$ cat src/rtl/lsu_ctrl_pkg.sv
// Shared constants for the load/store sequencing controller: RV32I func3 codes
// and the sequencing FSM state encoding.
package lsu_ctrl_pkg;

  localparam int unsigned ADDR_W_DEF = 32;
  localparam int unsigned DATA_W     = 32;

  localparam logic [2:0] F3_BYTE = 3'b000;
  localparam logic [2:0] F3_HALF = 3'b001;
  localparam logic [2:0] F3_WORD = 3'b010;
  localparam logic [2:0] F3_B_UN = 3'b100;
  localparam logic [2:0] F3_H_UN = 3'b101;

  typedef enum logic [2:0] {
    ST_IDLE = 3'd0,
    ST_REQ0 = 3'd1,
    ST_RSP0 = 3'd2,
    ST_REQ1 = 3'd3,
    ST_RSP1 = 3'd4,
    ST_DONE = 3'd5
  } lsu_state_e;

  // Byte mask of an access of the given size class, before lane shifting.
  function automatic logic [7:0] size_mask(input logic [1:0] size_sel);
    logic [7:0] m;
    m = 8'h0F;
    if (size_sel == F3_BYTE[1:0]) m = 8'h01;
    else if (size_sel == F3_HALF[1:0]) m = 8'h03;
    return m;
  endfunction

endpackage

$ cat src/rtl/lsu_ctrl_align.sv
// Lane alignment for one access: byte-enable mask across two words, the split
// flag, store data shifted into lanes and load data shifted back down.
module lsu_ctrl_align
  import lsu_ctrl_pkg::*;
(
  input  logic [1:0]          size_sel,
  input  logic [1:0]          off,
  input  logic [DATA_W-1:0]   wdata,
  input  logic [2*DATA_W-1:0] rdata,
  output logic [7:0]          mask8,
  output logic                split,
  output logic [2*DATA_W-1:0] wdata_sh,
  output logic [DATA_W-1:0]   ldata
);

  logic [4:0] sh;

  always_comb begin
    sh       = {off, 3'b000};
    mask8    = size_mask(size_sel) << off;
    split    = |mask8[7:4];
    wdata_sh = {DATA_W'(0), wdata} << sh;
    ldata    = DATA_W'(rdata >> sh);
  end

endmodule

$ cat src/rtl/lsu_ctrl.sv
// MEM-stage load/store sequencer: drives a req/gnt/rvalid word memory port,
// splitting word-crossing accesses into two beats and stalling until done.
module lsu_ctrl
  import lsu_ctrl_pkg::*;
#(
  parameter int unsigned ADDR_W = ADDR_W_DEF
) (
  input  logic              clk,
  input  logic              rst,
  input  logic              mem_req,
  input  logic              mem_we,
  input  logic [2:0]        mem_func3,
  input  logic [ADDR_W-1:0] mem_addr,
  input  logic [31:0]       mem_wdata,
  output logic              stall,
  output logic              ld_valid,
  output logic [31:0]       ld_data,
  output logic [2:0]        ld_func3,
  output logic              dm_req,
  output logic              dm_we,
  output logic [ADDR_W-3:0] dm_addr,
  output logic [3:0]        dm_be,
  output logic [31:0]       dm_wdata,
  input  logic              dm_gnt,
  input  logic              dm_rvalid,
  input  logic [31:0]       dm_rdata
);

  localparam int unsigned WA_W = ADDR_W - 2;

  lsu_state_e state, state_d;

  logic              lat_we;
  logic [2:0]        lat_f3;
  logic [ADDR_W-1:0] lat_addr;
  logic [31:0]       lat_wdata;
  logic [31:0]       rdata0, rdata1;

  logic              eff_we;
  logic [2:0]        eff_f3;
  logic [ADDR_W-1:0] eff_addr;
  logic [31:0]       eff_wdata;
  logic [31:0]       rd0_n, rd1_n;
  logic [WA_W-1:0]   word_a;

  logic [7:0]        mask8;
  logic              split;
  logic [63:0]       wdata_sh;
  logic [31:0]       ldata_asm;

  assign stall = mem_req & (state != ST_DONE);

  // In IDLE the beat-0 outputs are registered straight from the request being latched.
  always_comb begin
    eff_we    = lat_we;
    eff_f3    = lat_f3;
    eff_addr  = lat_addr;
    eff_wdata = lat_wdata;
    if (state == ST_IDLE) begin
      eff_we    = mem_we;
      eff_f3    = mem_func3;
      eff_addr  = mem_addr;
      eff_wdata = mem_wdata;
    end
    word_a = eff_addr[ADDR_W-1:2];
    rd0_n  = (state == ST_RSP0 && dm_rvalid) ? dm_rdata : rdata0;
    rd1_n  = (state == ST_RSP1 && dm_rvalid) ? dm_rdata : rdata1;
  end

  lsu_ctrl_align u_align (
    .size_sel (eff_f3[1:0]),
    .off      (eff_addr[1:0]),
    .wdata    (eff_wdata),
    .rdata    ({rd1_n, rd0_n}),
    .mask8    (mask8),
    .split    (split),
    .wdata_sh (wdata_sh),
    .ldata    (ldata_asm)
  );

  always_comb begin
    state_d = state;
    case (state)
      ST_IDLE: if (mem_req) state_d = ST_REQ0;
      ST_REQ0: if (dm_gnt) state_d = !eff_we ? ST_RSP0 : (split ? ST_REQ1 : ST_DONE);
      ST_RSP0: if (dm_rvalid) state_d = split ? ST_REQ1 : ST_DONE;
      ST_REQ1: if (dm_gnt) state_d = eff_we ? ST_DONE : ST_RSP1;
      ST_RSP1: if (dm_rvalid) state_d = ST_DONE;
      ST_DONE: state_d = ST_IDLE;
      default: state_d = ST_IDLE;
    endcase
  end

  // State, request latch, read capture and registered port outputs.
  always_ff @(posedge clk) begin
    if (rst) begin
      state     <= ST_IDLE;
      lat_we    <= 1'b0;
      lat_f3    <= '0;
      lat_addr  <= '0;
      lat_wdata <= '0;
      rdata0    <= '0;
      rdata1    <= '0;
      dm_req    <= 1'b0;
      dm_we     <= 1'b0;
      dm_addr   <= '0;
      dm_be     <= '0;
      dm_wdata  <= '0;
      ld_valid  <= 1'b0;
      ld_data   <= '0;
      ld_func3  <= '0;
    end else begin
      state <= state_d;
      if (state == ST_IDLE && mem_req) begin
        lat_we    <= mem_we;
        lat_f3    <= mem_func3;
        lat_addr  <= mem_addr;
        lat_wdata <= mem_wdata;
        rdata0    <= '0;
        rdata1    <= '0;
      end else begin
        rdata0 <= rd0_n;
        rdata1 <= rd1_n;
      end

      dm_req   <= 1'b0;
      dm_we    <= 1'b0;
      dm_addr  <= '0;
      dm_be    <= '0;
      dm_wdata <= '0;
      case (state_d)
        ST_REQ0: begin
          dm_req   <= 1'b1;
          dm_we    <= eff_we;
          dm_addr  <= word_a;
          dm_be    <= mask8[3:0];
          dm_wdata <= wdata_sh[31:0];
        end
        ST_REQ1: begin
          dm_req   <= 1'b1;
          dm_we    <= eff_we;
          dm_addr  <= word_a + WA_W'(1);
          dm_be    <= mask8[7:4];
          dm_wdata <= wdata_sh[63:32];
        end
        default: ;
      endcase

      ld_valid <= (state_d == ST_DONE) && !eff_we;
      if (state_d == ST_DONE && !eff_we) begin
        ld_data  <= ldata_asm;
        ld_func3 <= eff_f3;
      end
    end
  end

endmodule

$ cat config.mk
export PLATFORM = sky130hd
export DESIGN_NAME = lsu_ctrl
export DESIGN_NICKNAME = d
export VERILOG_FILES = /design/src/rtl/lsu_ctrl_pkg.sv /design/src/rtl/lsu_ctrl_align.sv /design/src/rtl/lsu_ctrl.sv
export SDC_FILE = /design/constraint.sdc
export NUM_CORES = 1
export LEC_CHECK = 0
export CORE_MARGIN = 8
export CORE_UTILIZATION = 40
export CTS_BUF_LIST = sky130_fd_sc_hd__clkbuf_16
export DETAILED_ROUTE_END_ITERATION = 16
export PLACE_DENSITY = 0.75
export SYNTH_ARGS = -nofsm -noshare
export SYNTH_HDL_FRONTEND = slang
export SYNTH_SLANG_ARGS = --single-unit
$ cat constraint.sdc
create_clock -name clk -period 3.1 [get_ports clk]
set_clock_uncertainty 0.15 [all_clocks]
set_input_delay 0.775 -clock clk [delete_from_list [all_inputs] [get_ports clk]]
set_output_delay 0.775 -clock clk [all_outputs]
set_load 0.02 [all_outputs]
* Word level (Yosys, flattened, before mapping)
Cells that the tools add are included.
Widths: inputs -> output; s select.
** Storage, ports and cells
- Register bits :: 239
- Input bits :: 105
- Output and inout bits :: 105
** Cells by class
- Add/subtract/negate cells :: 1
- Equal/unequal tests :: 9
- Shifts and indexed selects :: 3
- Mux-type cells :: 21
- Bitwise operators :: 2
- Reductions and logical operators :: 11
** Operators by type and width (number)
- $mux 32 :: 4
- $pmux 32 s2 :: 1
- $shl 32x5->64 :: 1
- $shr 64x5->32 :: 1
- $pmux 30 s2 :: 1
- $add 30x1->30 const B :: 1
- $mux 3 :: 8
- $pmux 3 s5 :: 1
- $eq 3x2->1 const B :: 3
- $mux 8 :: 1
- $pmux 4 s2 :: 1
- $shl 8x2->8 :: 1
- $eq 3x1->1 const B :: 2
- $eq 3x3->1 const B :: 2
- $reduce_or 2->1 :: 3
- $logic_and 1x1->1 :: 4
- $mux 4 :: 1
- $reduce_or 4->1 :: 1
- $logic_not 3->1 :: 1
- $mux 1 :: 3
- $ne 3x3->1 const B :: 1
- $eq 2x1->1 const B :: 1
- $logic_not 2->1 :: 1
- $and 1x1->1 :: 1
- 2 further kinds :: 2

* Logic depth before layout (Yosys ltp)
Gate-level depths: netlist of run 1.
- Depth after elaboration :: 15
- Gate-level depth with buffers :: 13
- Depth with buffers taken out :: 8

* Modules after synthesis
From an unflattened synthesis of run 1, not the netlist that was laid out.
** Unflattened totals
- Cells, all modules :: 1482
- Area, all modules :: 12102.9 um^2
** By module, submodules not included
- lsu_ctrl :: instances 1, cells each 1315, area each 10349.9 um^2, sequential area each 4784.6 um^2
- lsu_ctrl_align :: instances 1, cells each 167, area each 1752.9 um^2, sequential area each 0.0 um^2

* Least setup slack after synthesis of run 1
No wires, ideal clock.
- Path kind :: reg2reg
- Start point :: reg state[2]
- End point :: reg dm_addr[18]
- Arrival time :: 2837 ps
- Slack :: 48 ps
- Cell stages (with the launch flop) :: 14
- Clock period less this slack :: 3052 ps
- Cell sequence :: dfxtp_1 buf_6 nor3_4 buf_2 buf_2 buf_2 nand2_1 nand2_1 ha_1 clkbuf_1 o2111ai_2 o21a_1 o32a_1 nor2_1
** On the way
- Word-level cells in the longest chain between the ends :: 13
** Ends and longest elaborated chain
- from (decl) :: RTL line lsu_ctrl.sv:31 : lsu_state_e state, state_d;
- from (signal assigned) :: RTL line lsu_ctrl.sv:113 : state <= state_d;
- $logic_not 3->1 :: RTL line lsu_ctrl.sv:59, lsu_ctrl.sv:83
- $mux 3 :: RTL line lsu_ctrl.sv:59 : if (state == ST_IDLE) begin
- $eq 2x1->1 :: RTL line lsu_ctrl_pkg.sv:28 : else if (size_sel == F3_HALF[1:0]) m = 8'h03;
- $mux 4 :: RTL line lsu_ctrl_pkg.sv:28
- $mux 8 :: RTL line lsu_ctrl_pkg.sv:27 : if (size_sel == F3_BYTE[1:0]) m = 8'h01;
- $shl 8x2->8 :: RTL line lsu_ctrl_align.sv:20 : mask8 = size_mask(size_sel) << off;
- $reduce_or 4->1 :: RTL line lsu_ctrl_align.sv:21 : split = |mask8[7:4];
- $mux 3 :: RTL line lsu_ctrl.sv:85, lsu_ctrl.sv:86
- $mux 3 (2 in a row) :: RTL line lsu_ctrl.sv:85 : ST_REQ0: if (dm_gnt) state_d = !eff_we ? ST_RSP0 : (split ? ST_REQ1 : ST_DONE);
- $pmux 3 s5 :: RTL line lsu_ctrl.sv:83 : case (state)
- $eq 3x2->1 / $eq 3x1->1 (equally long branches) :: RTL line lsu_ctrl.sv:131 : case (state_d)
- $pmux 30 s2 (*) :: RTL line lsu_ctrl.sv:131
- to (signal assigned) :: RTL line lsu_ctrl.sv:135 : dm_addr <= word_a;
- to (signal assigned) :: RTL line lsu_ctrl.sv:142 : dm_addr <= word_a + WA_W'(1);
- to (decl) :: RTL line lsu_ctrl.sv:21 : output logic [ADDR_W-3:0] dm_addr,
Every way passes the cells marked *; elsewhere a longest branch is shown, timed or not.
A chain may end at the register's enable or synchronous reset.

* Worst setup path after layout of run 1
- Start point :: in mem_req
- End point :: out stall
** On the way
- Word-level cells in the longest chain between the ends :: 1
** Ends and longest elaborated chain
- from (decl) :: RTL line lsu_ctrl.sv:10 : input logic mem_req,
- $and 1x1->1 :: RTL line lsu_ctrl.sv:51 : assign stall = mem_req & (state != ST_DONE);
- to (decl) :: RTL line lsu_ctrl.sv:15 : output logic stall,
Every way passes these cells.

==> results.md, run 1 <==
- Status: completed
- Height of the die: about 180 um
- Sw frac: 0.317
- P_sw: 2.81 mW
- Rel. slew slack: 0.287
- RD Place Congestion: 0.892
- Top fanout value on the critical path: 2
- Measured slew at the worst slew-check pin: about 1.1 ns
- Post-route DRC: 0
- Worst-Skew Late Latency: between 0.5 and 0.6 ns
- Area grow syn2layout: 34.4%
- Netlist Area Pre-Place: 11300 um^2
- Postcts setup bufs: 0
- Share of power burned in the clock network: 0.346
- Die W: 184 um
- Hold Path Depth: 2
- Pins Over Slew Limit: 0
- Reg area: roughly 4600 um^2
- Final hold vios: 0
- H-tree levels: 1
- Routed WL: 37.1 mm
- WL per Instance: 17.9 um
- RSZ-0062 raised after global routing: no
- Initial DRC Count: 1027
- Min Tclk post-route: 2.90 ns
- Pwr Density: slightly below 600 nW/um^2
- Largest net degree at the start of global routing: 87
- Final setup violation count: 0
- Static leakage: 5.76 nW
- Multi-input logic area: 6230 um^2
- Via count: 11437
- Critical Path Sink Type: output port
- CTS buffer count: 26
- Nets: 1778
- Antenna violations before repair: 2
- Post-DP HPWL: 26.6 mm
- IO Pins: 210
- Worst reg-to-reg path cell count: 7
- P_int: 6.05 mW
- Launching element type of the critical path: input pin
- Post-synthesis async set-or-reset flop share: 0
- Gr ovfl total: 0
- Yosys warns: 0
- Sequential share of the synthesized area: 0.409
- Row cnt: 61
- Total track usage: 0.210
- Number of synthesized flops with an enable pin: 0
- Clk buf depth: 3
- Top_reg_cell synth: dfxtp_1
- FMAX: 345 MHz
- Maximum vdd ir drop: 0.000380 V
- Syn Inst Count: 1451
- Arr. time, crit path: just under 2 ns
- Setup slack at placement: -0.270 ns
- Mapped Nets: roughly 1600
- Final antenna-violating net count: 0
- Clock sinks: 231
- Worst min-delay path class: register to register
- Synth Area per Inst: between 7 and 8 um^2
- Clk root buf: clkbuf_16
- Total power: 8.86 mW
- Fillers: 2557
- Worst Path Required: between 2 and 2.5 ns
- Core area: 27800 um^2
- Crit Path Category: input pin to output port
- Total die area: about 34000 um^2
- Max-Cap Viols: 0
- Layout cells sized above 1: 0.102
- First-pass GRT wire length: 58.6 mm
- CTS tree: built
- Worst-path clk slew: around 0.060 ns
- Register share of total power: 0.373
- Seq cells post-synth: around 230
- Post-route clock period utilization: 0.934
- Logic pwr share: 0.281
- Initial core utilization: 0.407
- Vias in the first global route: 10997
- Vias per cell: 5.52
- Setup slack after layout: approximately 0.2 ns
- Input/output buffers: 209
- Synth unique cells: 71
- DRT Pass-1 Iters: 5
[state kept, by name, summed over array words and instances, names as in the netlist, 4 cells and up]
register,cells
dm_addr,30
lat_wdata,32
dm_be,4
rdata1,24
ld_data,32
lat_addr,32
rdata0,32
dm_wdata,32
[synth_stat cells (3+ instances only)]
library cell | n | area, um^2
nor2b_1 | 12 | 75.1
xor2_1 | 7 | 61.3
buf_2 | 23 | 115
mux2_1 | 6 | 67.6
a31oi_1 | 35 | 219
mux2i_1 | 96 | 961
nor4_1 | 5 | 31.3
buf_4 | 6 | 45.0
and2_1 | 3 | 18.8
nand2_1 | 375 | 1410
inv_1 | 3 | 11.3
a2bb2oi_1 | 7 | 61.3
and3_1 | 26 | 163
buf_1 | 6 | 22.5
a22o_1 | 8 | 70.1
a22oi_1 | 3 | 22.5
a21oi_1 | 152 | 761
or3_1 | 4 | 25.0
a211oi_1 | 32 | 240
o22ai_1 | 19 | 119
nor3_1 | 19 | 95.1
clkbuf_1 | 77 | 289
nor2_1 | 110 | 413
xnor2_1 | 13 | 114
nand4_1 | 9 | 56.3
mux2_2 | 12 | 135
o21ai_0 | 24 | 120
o21a_1 | 6 | 45.0
dfxtp_1 | 231 | 4620
o211ai_1 | 4 | 30.0
o221ai_1 | 9 | 78.8
nand3_1 | 61 | 305
a21o_1 | 3 | 22.5
[cells by family (layout without fill, tap and decap cells)]
kind of cell | after synthesis | in the layout | synth area share
other | 0 | 2 | 0
AO/OA/AOI/OAI | 327 | 327 | 0.181
adder cells (fa/ha/maj) | 1 | 1 | 0.00111
buffers and inverters | 117 | 358 | 0.0447
multiplexers | 115 | 115 | 0.105
AND/OR/NAND/NOR | 640 | 640 | 0.245
flip-flops | 231 | 231 | 0.409
XOR/XNOR | 20 | 20 | 0.0155
[metrics by stage]
step	setup TNS (ns)	cells	hold slack, ns	instance area, um^2	utilization
floorplan	0	1451	0.286	11300	-
global placement	-4.64	2022	0.291	14300	0.516
detailed placement	-8.63	2022	0.296	14300	0.516
CTS	0	2070	0.304	15200	0.547
global route	0	2071	0.322	15200	0.547
finish	0	2072	0.304	15200	0.547
[worst paths after layout]
check / startpoint / slack (ns) / end
min: lat_wdata[26] / 0.30 / lat_wdata[26]
max: mem_req / 0.20 / stall
max reg2reg: state[2] / 0.37 / dm_wdata[23]
min reg2reg: lat_wdata[26] / 0.30 / lat_wdata[26]
[placed cells by master (no fill, tap or decap), types with 5 or more instances in the layout]
cell | synthesis | final
o22ai_1 | 19 | 19
dfxtp_1 | 231 | 230
clkbuf_16 | 0 | 27
buf_4 | 6 | 83
xnor2_1 | 13 | 13
mux2_2 | 12 | 12
nor2_1 | 110 | 110
nor2b_1 | 12 | 12
clkdlybuf4s50_1 | 0 | 207
nand4_1 | 9 | 9
mux2i_1 | 96 | 95
a2bb2oi_1 | 7 | 7
nand2_1 | 375 | 372
nor3_1 | 19 | 19
and3_1 | 26 | 26
nor4_1 | 5 | 5
xor2_1 | 7 | 7
a21oi_1 | 152 | 152
o21ai_0 | 24 | 24
inv_1 | 3 | 8
nand3_1 | 61 | 61
a31oi_1 | 35 | 35
clkinv_2 | 0 | 6
a211oi_1 | 32 | 32
a22o_1 | 8 | 8
mux2_1 | 6 | 6
buf_12 | 0 | 15
clkinv_1 | 0 | 5
o21a_1 | 6 | 6
o221ai_1 | 9 | 9
[area by class of cell]
type / count / share of cell area
flip-flops and latches: 231 / 0.304
clock inverters: 21 / 0.0114
inverters: 3 / 0.000741
diodes: 2 / 0.000329
well taps: 378 / 0.0311
repair buffers: 307 / 0.198
clock buffers: 27 / 0.0444
multi-input cells: 1103 / 0.410
[critical path: stages]
cell             delay (ns)
clkdlybuf4s50_1        0.52
a21boi_0               0.28
dlygate4sd2_1          0.39
[power groups by stage]
stage | Clock, mW | Sequential, mW | Combinational, mW
after CTS | 3.12 | 3.30 | 2.48
after global placement | 0 | 3.36 | 2.43
after floorplan | 0 | 3.49 | 1.31
final | 3.07 | 3.30 | 2.49
after detailed placement | 0 | 3.37 | 2.47
after global routing | 3.26 | 3.33 | 2.68
[what timing repair did]
action | in CTS | in global routing
hold buffers | 0 | 0
endpoints found under the setup margin | 1 | 0
gates resized for setup | 2 | 0
[layer usage]
metal,global-route usage,vias up,routed length (um),share of wire
li1,-,5524,-,-
met1,0.264,5349,15800,0.42
met2,0.351,482,17200,0.46
met3,0.0415,80,2830,0.076
met4,0.0823,2,1320,0.036
met5,0,-,13,0.00035
(Power assumes the default switching activity.)
==> run 2, diff against run 1 <==
--- a/config.mk
+++ b/config.mk
@@ -10,6 +10,7 @@
 export CTS_BUF_LIST = sky130_fd_sc_hd__clkbuf_16
 export DETAILED_ROUTE_END_ITERATION = 16
 export PLACE_DENSITY = 0.75
+export SLEW_MARGIN = 20
 export SYNTH_ARGS = -nofsm -noshare
 export SYNTH_HDL_FRONTEND = slang
 export SYNTH_SLANG_ARGS = --single-unit
==> results of run 2 <==
Final layout, timing and power as in run 1 (identical DEF).
